--- config.mk ---
export PLATFORM = sky130hd
export DESIGN_NAME = flash_read_arbiter_flat
export DESIGN_NICKNAME = d
export VERILOG_FILES = /design/src/rtl/flash_read_arbiter_if.sv /design/src/rtl/flash_read_arbiter.sv /design/src/flat_wrapper.sv
export SDC_FILE = /design/constraint.sdc
export NUM_CORES = 1
export LEC_CHECK = 0
export BUFFER_PORTS_ARGS = -buffer_cell sky130_fd_sc_hd__buf_2
export CAP_MARGIN = 40
export CELL_PAD_IN_SITES_DETAIL_PLACEMENT = 1
export CELL_PAD_IN_SITES_GLOBAL_PLACEMENT = 2
export CORE_ASPECT_RATIO = 1.75
export CORE_MARGIN = 8
export CORE_UTILIZATION = 31
export DETAILED_ROUTE_END_ITERATION = 16
export MAX_ROUTING_LAYER = met4
export PLACE_DENSITY_LB_ADDON = 0.1
export SLEW_MARGIN = 15
export SYNTH_ARGS = -nofsm -noshare
export SYNTH_HDL_FRONTEND = slang
export SYNTH_SLANG_ARGS = --single-unit
--- constraint.sdc ---
create_clock -name clk -period 1.9 [get_ports clk]
set_input_delay 0.19 -clock clk [delete_from_list [all_inputs] [get_ports clk]]
set_output_delay 0.19 -clock clk [all_outputs]
set_load 0.05 [all_outputs]
--- src/rtl/flash_read_arbiter_if.sv ---
// Signal bundle between the fetch/load requesters, the arbiter and the serial-flash byte reader.
// The master modport is the requester/reader side; the slave modport is the arbiter.
interface flash_read_arbiter_if;
  localparam int unsigned ADDR_W = 24;
  localparam int unsigned DATA_W = 32;
  localparam int unsigned LEN_W  = 2;
  localparam int unsigned BYTE_W = 8;

  logic              req0;
  logic              req1;
  logic [ADDR_W-1:0] addr0;
  logic [ADDR_W-1:0] addr1;
  logic [LEN_W-1:0]  len0;
  logic [LEN_W-1:0]  len1;
  logic              ack0;
  logic              ack1;
  logic [DATA_W-1:0] rdata;
  logic              busy;
  logic              flash_enable;
  logic [ADDR_W-1:0] flash_addr;
  logic [BYTE_W-1:0] flash_byte;
  logic              flash_ready;

  modport master (
    output req0, req1, addr0, addr1, len0, len1, flash_byte, flash_ready,
    input  ack0, ack1, rdata, busy, flash_enable, flash_addr
  );

  modport slave (
    input  req0, req1, addr0, addr1, len0, len1, flash_byte, flash_ready,
    output ack0, ack1, rdata, busy, flash_enable, flash_addr
  );
endinterface

--- src/rtl/flash_read_arbiter.sv ---
// Round-robin arbiter sharing one serial-flash byte reader between fetch (port 0) and load (port 1),
// assembling 1-4 byte bursts into a little-endian word.
module flash_read_arbiter #(
  parameter int unsigned RELEASE_CYCLES = 2
) (
  input logic                 clk,
  input logic                 rst_n,
  flash_read_arbiter_if.slave bus
);
  localparam int unsigned ADDR_W = 24;
  localparam int unsigned DATA_W = 32;
  localparam int unsigned LEN_W  = 2;
  localparam int unsigned IDX_W  = 3;
  localparam int unsigned CNT_W  = $clog2(RELEASE_CYCLES);
  localparam logic [CNT_W-1:0] CNT_LAST = CNT_W'(RELEASE_CYCLES - 1);

  typedef enum logic [2:0] {S_IDLE, S_ISSUE, S_WAIT, S_RELEASE, S_DONE} state_t;

  state_t              state_q, state_d;
  logic                port_q, port_d;
  logic                last_grant_q, last_grant_d;
  logic [LEN_W-1:0]    len_q, len_d;
  logic [IDX_W-1:0]    idx_q, idx_d;
  logic [CNT_W-1:0]    cnt_q, cnt_d;
  logic [DATA_W-1:0]   asm_q, asm_d;
  logic [ADDR_W-1:0]   addr_q, addr_d;
  logic [DATA_W-1:0]   rdata_q, rdata_d;
  logic                enable_q, enable_d;
  logic                busy_q, busy_d;
  logic                ack0_q, ack0_d;
  logic                ack1_q, ack1_d;
  logic                grant1_c;

  // Port 1 wins when it is alone, or on a tie when port 0 was served last.
  assign grant1_c = bus.req1 && (!bus.req0 || !last_grant_q);

  always_ff @(posedge clk or negedge rst_n) begin
    if (!rst_n) begin
      state_q      <= S_IDLE;
      port_q       <= 1'b0;
      last_grant_q <= 1'b1;
      len_q        <= '0;
      idx_q        <= '0;
      cnt_q        <= '0;
      asm_q        <= '0;
      addr_q       <= '0;
      rdata_q      <= '0;
      enable_q     <= 1'b0;
      busy_q       <= 1'b0;
      ack0_q       <= 1'b0;
      ack1_q       <= 1'b0;
    end else begin
      state_q      <= state_d;
      port_q       <= port_d;
      last_grant_q <= last_grant_d;
      len_q        <= len_d;
      idx_q        <= idx_d;
      cnt_q        <= cnt_d;
      asm_q        <= asm_d;
      addr_q       <= addr_d;
      rdata_q      <= rdata_d;
      enable_q     <= enable_d;
      busy_q       <= busy_d;
      ack0_q       <= ack0_d;
      ack1_q       <= ack1_d;
    end
  end

  always_comb begin
    state_d      = state_q;
    port_d       = port_q;
    last_grant_d = last_grant_q;
    len_d        = len_q;
    idx_d        = idx_q;
    cnt_d        = cnt_q;
    asm_d        = asm_q;
    addr_d       = addr_q;
    rdata_d      = rdata_q;
    ack0_d       = 1'b0;
    ack1_d       = 1'b0;

    unique case (state_q)
      S_IDLE: begin
        if (bus.req0 || bus.req1) begin
          port_d       = grant1_c;
          last_grant_d = grant1_c;
          len_d        = grant1_c ? bus.len1 : bus.len0;
          addr_d       = grant1_c ? bus.addr1 : bus.addr0;
          idx_d        = '0;
          asm_d        = '0;
          state_d      = S_ISSUE;
        end
      end
      // Ready still high here is left over from the previous byte; wait for the reader to drop it.
      S_ISSUE: begin
        if (!bus.flash_ready) state_d = S_WAIT;
      end
      S_WAIT: begin
        if (bus.flash_ready) begin
          asm_d[{idx_q[1:0], 3'b000} +: 8] = bus.flash_byte;
          addr_d  = addr_q + ADDR_W'(1);
          idx_d   = idx_q + IDX_W'(1);
          cnt_d   = '0;
          state_d = S_RELEASE;
        end
      end
      S_RELEASE: begin
        if (cnt_q == CNT_LAST) begin
          if (idx_q <= {1'b0, len_q}) begin
            state_d = S_ISSUE;
          end else begin
            rdata_d = asm_q;
            ack0_d  = !port_q;
            ack1_d  = port_q;
            state_d = S_DONE;
          end
        end else begin
          cnt_d = cnt_q + CNT_W'(1);
        end
      end
      S_DONE: state_d = S_IDLE;
      default: state_d = S_IDLE;
    endcase

    enable_d = (state_d == S_ISSUE) || (state_d == S_WAIT);
    busy_d   = (state_d != S_IDLE);
  end

  assign bus.ack0         = ack0_q;
  assign bus.ack1         = ack1_q;
  assign bus.rdata        = rdata_q;
  assign bus.busy         = busy_q;
  assign bus.flash_enable = enable_q;
  assign bus.flash_addr   = addr_q;
endmodule

--- src/flat_wrapper.sv ---
// flat-port wrapper written by rule: the top's interface ports become plain ports
module flash_read_arbiter_flat 
#(
  parameter int unsigned RELEASE_CYCLES = 2
)
  (clk, rst_n, bus_req0, bus_req1, bus_addr0, bus_addr1, bus_len0, bus_len1, bus_flash_byte, bus_flash_ready, bus_ack0, bus_ack1, bus_rdata, bus_busy, bus_flash_enable, bus_flash_addr);
  flash_read_arbiter_if bus_i ();
  input logic clk;
  input logic rst_n;
  input wire logic [$bits(bus_i.req0)-1:0] bus_req0;
  input wire logic [$bits(bus_i.req1)-1:0] bus_req1;
  input wire logic [$bits(bus_i.addr0)-1:0] bus_addr0;
  input wire logic [$bits(bus_i.addr1)-1:0] bus_addr1;
  input wire logic [$bits(bus_i.len0)-1:0] bus_len0;
  input wire logic [$bits(bus_i.len1)-1:0] bus_len1;
  input wire logic [$bits(bus_i.flash_byte)-1:0] bus_flash_byte;
  input wire logic [$bits(bus_i.flash_ready)-1:0] bus_flash_ready;
  output wire logic [$bits(bus_i.ack0)-1:0] bus_ack0;
  output wire logic [$bits(bus_i.ack1)-1:0] bus_ack1;
  output wire logic [$bits(bus_i.rdata)-1:0] bus_rdata;
  output wire logic [$bits(bus_i.busy)-1:0] bus_busy;
  output wire logic [$bits(bus_i.flash_enable)-1:0] bus_flash_enable;
  output wire logic [$bits(bus_i.flash_addr)-1:0] bus_flash_addr;
  assign bus_i.req0 = bus_req0;
  assign bus_i.req1 = bus_req1;
  assign bus_i.addr0 = bus_addr0;
  assign bus_i.addr1 = bus_addr1;
  assign bus_i.len0 = bus_len0;
  assign bus_i.len1 = bus_len1;
  assign bus_i.flash_byte = bus_flash_byte;
  assign bus_i.flash_ready = bus_flash_ready;
  assign bus_ack0 = bus_i.ack0;
  assign bus_ack1 = bus_i.ack1;
  assign bus_rdata = bus_i.rdata;
  assign bus_busy = bus_i.busy;
  assign bus_flash_enable = bus_i.flash_enable;
  assign bus_flash_addr = bus_i.flash_addr;
  flash_read_arbiter #(.RELEASE_CYCLES(RELEASE_CYCLES)) u_core (.clk(clk), .rst_n(rst_n), .bus(bus_i));
endmodule
==> results.json, run 1 <==
{
  "synthFlopType": "dfrtp_1",
  "io_pins": 125,
  "ant_nets": 0,
  "globalRouteOverflowTotal": 0,
  "crit_start": "u_core.idx_q[1]",
  "dp.cells": 845,
  "via_per_inst": 5.18,
  "routedWlPerCell_um": 20.2,
  "cp_top_family": "flip-flops",
  "drt_iter0_drc": 96,
  "p_sw_w": 0.00543,
  "first_pass_iters": 4,
  "synth.largest_area_cell": "dfrtp_1",
  "maxSlewHeadroom": 0.591,
  "grt_pass1_vias": 5026,
  "grt_max_degree": 44,
  "synth_top_family_by_area": "simple AND/OR/NAND/NOR gates",
  "setup_viol": 0,
  "gp_congestion": 0.800,
  "worstMarginPinSlew_ns": 0.610,
  "stdcell_area_um2": 7130,
  "crit_buf_inv": 1,
  "grt_pass1_wl_um": 28200,
  "hold_path_class": "input port to register",
  "pwr-share-clk": 0.161,
  "syn_inst": 473,
  "finalWirelength_um": 17800,
  "switching_share": 0.470,
  "crit_slowest_cell": "dfrtp_1",
  "synth-async-reset-ratio": 1.00,
  "die_area_um2": 21300,
  "max-vdd-ir-drop_v": 0.000779,
  "track_usage": 0.175,
  "rows": 62,
  "cts_num_sinks": 103,
  "area_delta_synth_final_pct": 37.4,
  "antenna_found_initial": 0,
  "fp.dieH_um": 187,
  "power.total_w": 0.0116,
  "synthAdderAreaFrac": 0.0169,
  "rsz0062_at_grt": "yes",
  "die-width_um": 114,
  "cts_tree": "built",
  "crit_type": "register to register",
  "synth_xor_area_frac": 0.00169,
  "drv_slew": 0,
  "nets": 722,
  "hold_viol_final": 0,
  "p_seq_frac": 0.292,
  "core_area_um2": 16400,
  "yosys_warnings": 0,
  "p_int_w": 0.00613,
  "yosysSeqAreaShare": 0.497,
  "hold_ws_ns": 0.138,
  "power.leakage_nw": 3.32,
  "synthesis.area_per_instance_um2": 11.0,
  "pre_cts_ws_ns": -0.0334,
  "post_layout_nonfiller_instances": 879,
  "synth_top_area_frac": 0.492,
  "cp.arrival_ns": 2.12,
  "regToRegStartpoint": "u_core.idx_q[1]",
  "combPwrFrac": 0.546,
  "ys_top_cells_by_count": "102 x dfrtp_1, 38 x mux2_2, 37 x nand2_1",
  "synth_nets": 545,
  "drc": 0,
  "status": "finished, final reports clean",
  "synth_mux_area_frac": 0.131,
  "clockBufferDepth": 2,
  "fmax_ghz": 0.531,
  "hp-start": "bus_flash_byte[4]",
  "yosysUniqueCellTypes": 68,
  "cts_buffers": 9,
  "synth_most_common_cell": "dfrtp_1",
  "period_needed_ns": 1.88,
  "dpl-instance-area_um2": 6520,
  "synth.top_cells.by_area": "dfrtp_1 49%, mux2_2 8.2%, mux2i_1 4.8%, a22o_1 2.9%, nand2_1 2.7%",
  "diodes": 0,
  "synth-seq-cells": 103,
  "num_vias": 4549,
  "ctsRootBufferMaster": "clkbuf_16",
  "dp_hpwl_um": 13600,
  "path_cells": "ha_4 > nor2b_4 > o21ai_2 > a21oi_4 > bufbuf_16 > mux2_2",
  "fillCellCount": 1877,
  "cts.clk_slew.worst_paths_ns": 0.08,
  "yosys.area_share.simple": 0.158,
  "start_util": 0.316,
  "drive_gt1_frac": 0.470,
  "synth-edff-count": 0,
  "start_kind": "register",
  "p_per_area_nw_per_um2": 1620,
  "fin_crit_sh": 0.991,
  "path_max_fanout": 10,
  "clock_latency_ns": 0.35,
  "htree_levels": 3,
  "synth_compound_area_frac": 0.154,
  "syn_area_um2": 5190,
  "cp_slowest_stage_delay_ns": 0.42,
  "required_ns": 2.14,
  "skew_ns": 0.00921,
  "cap_violations": 0,
  "worst_slack_ns": 0.0168,
  "portBuffers": 124,
  "end_kind": "register"
}
## timing repair
item,in CTS,in global routing
endpoints found under the setup margin,32,54
hold buffers,1,0
buffers inserted,4,12
gates resized for setup,8,35
pin swaps,2,9
cloned,2,0
endpoints found under the hold margin,93,0
## path summary, 6_finish.rpt
path	endpoint	slack, ns	depth (start not counted)
max in group asynchronous	u_core.state_q[1]	1.05	3
worst min register to register	u_core.bus.ack0	0.47	1
worst max register to register	u_core.bus.rdata[29]	0.02	6
worst max-delay path	u_core.bus.rdata[29]	0.02	6
min in group asynchronous	u_core.bus.flash_addr[6]	0.19	2
worst min-delay path	u_core.asm_q[12]	0.14	3
## power by group through the flow
stage | combinational, W | clock, W | sequential [W]
after floorplan | 0.00253 | 0 | 0.00467
after global placement | 0.00571 | 0 | 0.00343
after detailed placement | 0.00580 | 0 | 0.00346
after CTS | 0.00603 | 0.00191 | 0.00341
after global routing | 0.00682 | 0.00199 | 0.00347
final | 0.00632 | 0.00187 | 0.00338
## worst register-to-register path, stage by stage, from the launching register on
cell,delay [ns]
dfrtp_1,0.42
ha_4,0.29
nor2b_4,0.14
o21ai_2,0.08
a21oi_4,0.20
bufbuf_16,0.32
mux2_2,0.33
## sequential cells by signal, indices dropped and copies added (netlist names)
name	cells
u_core.cnt_q	1
u_core.state_q	3
u_core.bus.rdata	32
u_core.last_grant_q	1
u_core.port_q	1
u_core.bus.flash_enable	1
u_core.bus.flash_addr	24
u_core.bus.busy	1
u_core.asm_q	32
u_core.bus.ack1	1
u_core.bus.ack0	1
u_core.len_q	2
u_core.idx_q	3
## metal layers
metal  vias up  wire length [um]  track usage
met4         0               284       0.0433
met3        17               706       0.0349
met2        94             10200        0.335
met1      2316              6570        0.172
li1       2122                 -            -
met5         -                 0            -
## layout make-up
cell class | count | area [um2] | area share
Multi-Input combinational cell | 321 | 2590 | 0.364
Clock inverter | 6 | 67.6 | 0.00948
Tap cell | 224 | 280 | 0.0393
Inverter | 23 | 91.3 | 0.0128
Sequential cell | 103 | 2610 | 0.365
Clock buffer | 10 | 229 | 0.0321
Timing Repair Buffer | 192 | 1260 | 0.177
## placed cells by master, fill, tap and decap left out, types with 5 or more instances in the layout
cell       Yosys  routed
nand4_1        7       7
clkbuf_16      0       9
nor2_1        14      13
mux2_2        38      37
dfrtp_2        0      21
a22o_1        17      17
a22oi_1        5       5
dfrtp_1      102      81
or4_4          0       5
inv_1         23      20
a21oi_1       10      10
nor4_1         6       5
buf_12         0       6
o21ai_0       21      18
mux2i_1       25      25
buf_6          3       5
buf_2          9     123
nor3_1         5       5
nand3_1       24      20
nand2_1       37      35
o211ai_1      10      10
nor2b_1        8       5
a211oi_1       7       6
buf_4          0      55
## logic make-up (layout without fill, tap and decap cells)
logic type	after synthesis	in the layout
simple gates	142	142
compound gates	108	108
flops	103	103
mux	63	63
buf+inv	49	231
fa+ha+maj	7	7
xor+xnor	1	1
## stage by stage
step                 util  setup TNS (ns)
floorplan               -         -0.0842
global placement    0.396               0
detailed placement  0.396          -0.637
CTS                 0.421          -0.116
global route        0.434          -0.473
finish              0.434               0
Power figures use the tool's default switching activity.
==> inputs of run 2 (changes only) <==
Settings changed: CORE_UTILIZATION 31 to 32, CTS_BUF_LIST set to sky130_fd_sc_hd__clkbuf_2 sky130_fd_sc_hd__clkbuf_4 sky130_fd_sc_hd__clkbuf_8.
==> run 2 against run 1 <==
Total power is 7.4% lower. Worst setup slack improved by 0.011 ns. Clock skew increased by 0.0074 ns. Largest power group unchanged.
==> results.json, run 2 (synthesized netlist as in run 1, its figures left out) <==
{
  "status": "finished, final reports clean",
  "stdcell_area_um2": 6770,
  "die-width_um": 112,
  "end_kind": "register",
  "period_needed_ns": 1.87,
  "drive_gt1_frac": 0.447,
  "htree_levels": 3,
  "fp.dieH_um": 184,
  "hold_path_class": "input port to register",
  "setup_viol": 0,
  "cp_slowest_stage_delay_ns": 0.48,
  "io_pins": 125,
  "via_per_inst": 5.40,
  "dpl-instance-area_um2": 6470,
  "clock_latency_ns": 0.38,
  "antenna_found_initial": 0,
  "hold_viol_final": 0,
  "num_vias": 4504,
  "maxSlewHeadroom": 0.685,
  "required_ns": 2.18,
  "die_area_um2": 20700,
  "p_per_area_nw_per_um2": 1580,
  "crit_buf_inv": 0,
  "path_max_fanout": 10,
  "grt_max_degree": 44,
  "area_delta_synth_final_pct": 30.5,
  "ant_nets": 0,
  "crit_slowest_cell": "dfrtp_2",
  "first_pass_iters": 4,
  "rows": 61,
  "diodes": 0,
  "fin_crit_sh": 0.985,
  "crit_type": "register to register",
  "portBuffers": 124,
  "cts_tree": "built",
  "cts.clk_slew.worst_paths_ns": 0.12,
  "cts_num_sinks": 103,
  "gp_congestion": 0.855,
  "start_util": 0.327,
  "final_util": 0.427,
  "track_usage": 0.171,
  "skew_ns": 0.0166,
  "pre_cts_ws_ns": -0.0455,
  "power.leakage_nw": 3.18,
  "dp_hpwl_um": 13400,
  "mostFrequentLayoutCell": "buf_2",
  "path_cells": "or2_1 > or3_4 > o41a_1 > o32ai_1",
  "grt_pass1_wl_um": 27000,
  "cap_violations": 0,
  "ctsRootBufferMaster": "clkbuf_8",
  "worstMarginPinSlew_ns": 0.472,
  "core_area_um2": 15900,
  "cp.arrival_ns": 2.15,
  "layout_common_cells": "124 x buf_2, 79 x dfrtp_1, 51 x buf_4",
  "globalRouteOverflowTotal": 0,
  "max-vdd-ir-drop_v": 0.000688,
  "worst_slack_ns": 0.0277,
  "routedWlPerCell_um": 20.6,
  "drc": 0,
  "power.total_w": 0.0107,
  "clockBufferDepth": 2,
  "cp_top_family": "simple AND/OR/NAND/NOR gates",
  "rsz0062_at_grt": "yes",
  "drv_slew": 0,
  "fmax_ghz": 0.534,
  "cts_buffers": 9,
  "drt_iter0_drc": 135,
  "nets": 712,
  "grt_pass1_vias": 4927,
  "start_kind": "register",
  "finalWirelength_um": 17200
}
## run 2: power breakdown
group	internal, W	leakage [nW]	switching, W
Sequential	0.00281	1.33	0.000584
Clock	0.000519	0.102	0.000902
Combinational	0.00211	1.75	0.00378
Total	0.00544	3.18	0.00527
## run 2: final timing paths
kind                                   start                   endpoint  slack, ns  cells after the start
min                        bus_flash_byte[7]           u_core.asm_q[15]       0.09                      2
max                        u_core.state_q[2]  u_core.bus.flash_addr[12]       0.03                      4
max in group asynchronous              rst_n            u_core.asm_q[0]       0.97                      3
max reg2reg                u_core.state_q[2]  u_core.bus.flash_addr[12]       0.03                      4
min in group asynchronous              rst_n   u_core.bus.flash_addr[5]       0.27                      2
min reg2reg                 u_core.asm_q[31]           u_core.asm_q[31]       0.48                      2
## run 2: final cells by class
cell class                 count  area, um2
sequential                   103       2610
timing repair buffer         182       1120
inverter                      23       86.3
clock buffer                   9        124
clock inverter                 7       75.1
multi-input combinational    321       2520
fill                        1845       9100
tap                          189        236
## run 2: stage by stage
stage / TNS (ns) / hold WS (ns) / instances
final: 0 / 0.0926 / 834
after global routing: -0.0433 / 0.0828 / 834
after CTS: 0 / 0.0720 / 829
after floorplan: -0.0842 / -0.106 / 473
after detailed placement: -0.101 / 0.168 / 812
after global placement: -0.0374 / 0.171 / 812
## run 2: repair_timing
action                     4_1_cts  5_1_grt
setup endpoints to repair       18       53
gates resized for setup          4       12
hold endpoints to repair        28        0
pin swaps                        0        3
setup buffers                    0        4
hold buffers                     1        0
gates cloned                     0        1
## run 2: routing by layer
layer / track usage / wire, um / vias up / part of all wire
li1: - / - / 2101 / -
met1: 0.173 / 6420 / 2274 / 0.37
met2: 0.326 / 9780 / 112 / 0.57
met3: 0.0308 / 676 / 17 / 0.039
met4: 0.0527 / 327 / 0 / 0.019
met5: - / 0 / - / 0
## run 2: worst reg2reg max path: cells and delay by family (launching register included)
kind               cells  cell delay [ns]
DFF                    1             0.48
and+or+nand+nor        2             0.74
AOI/OAI and AO/OA      2             0.55
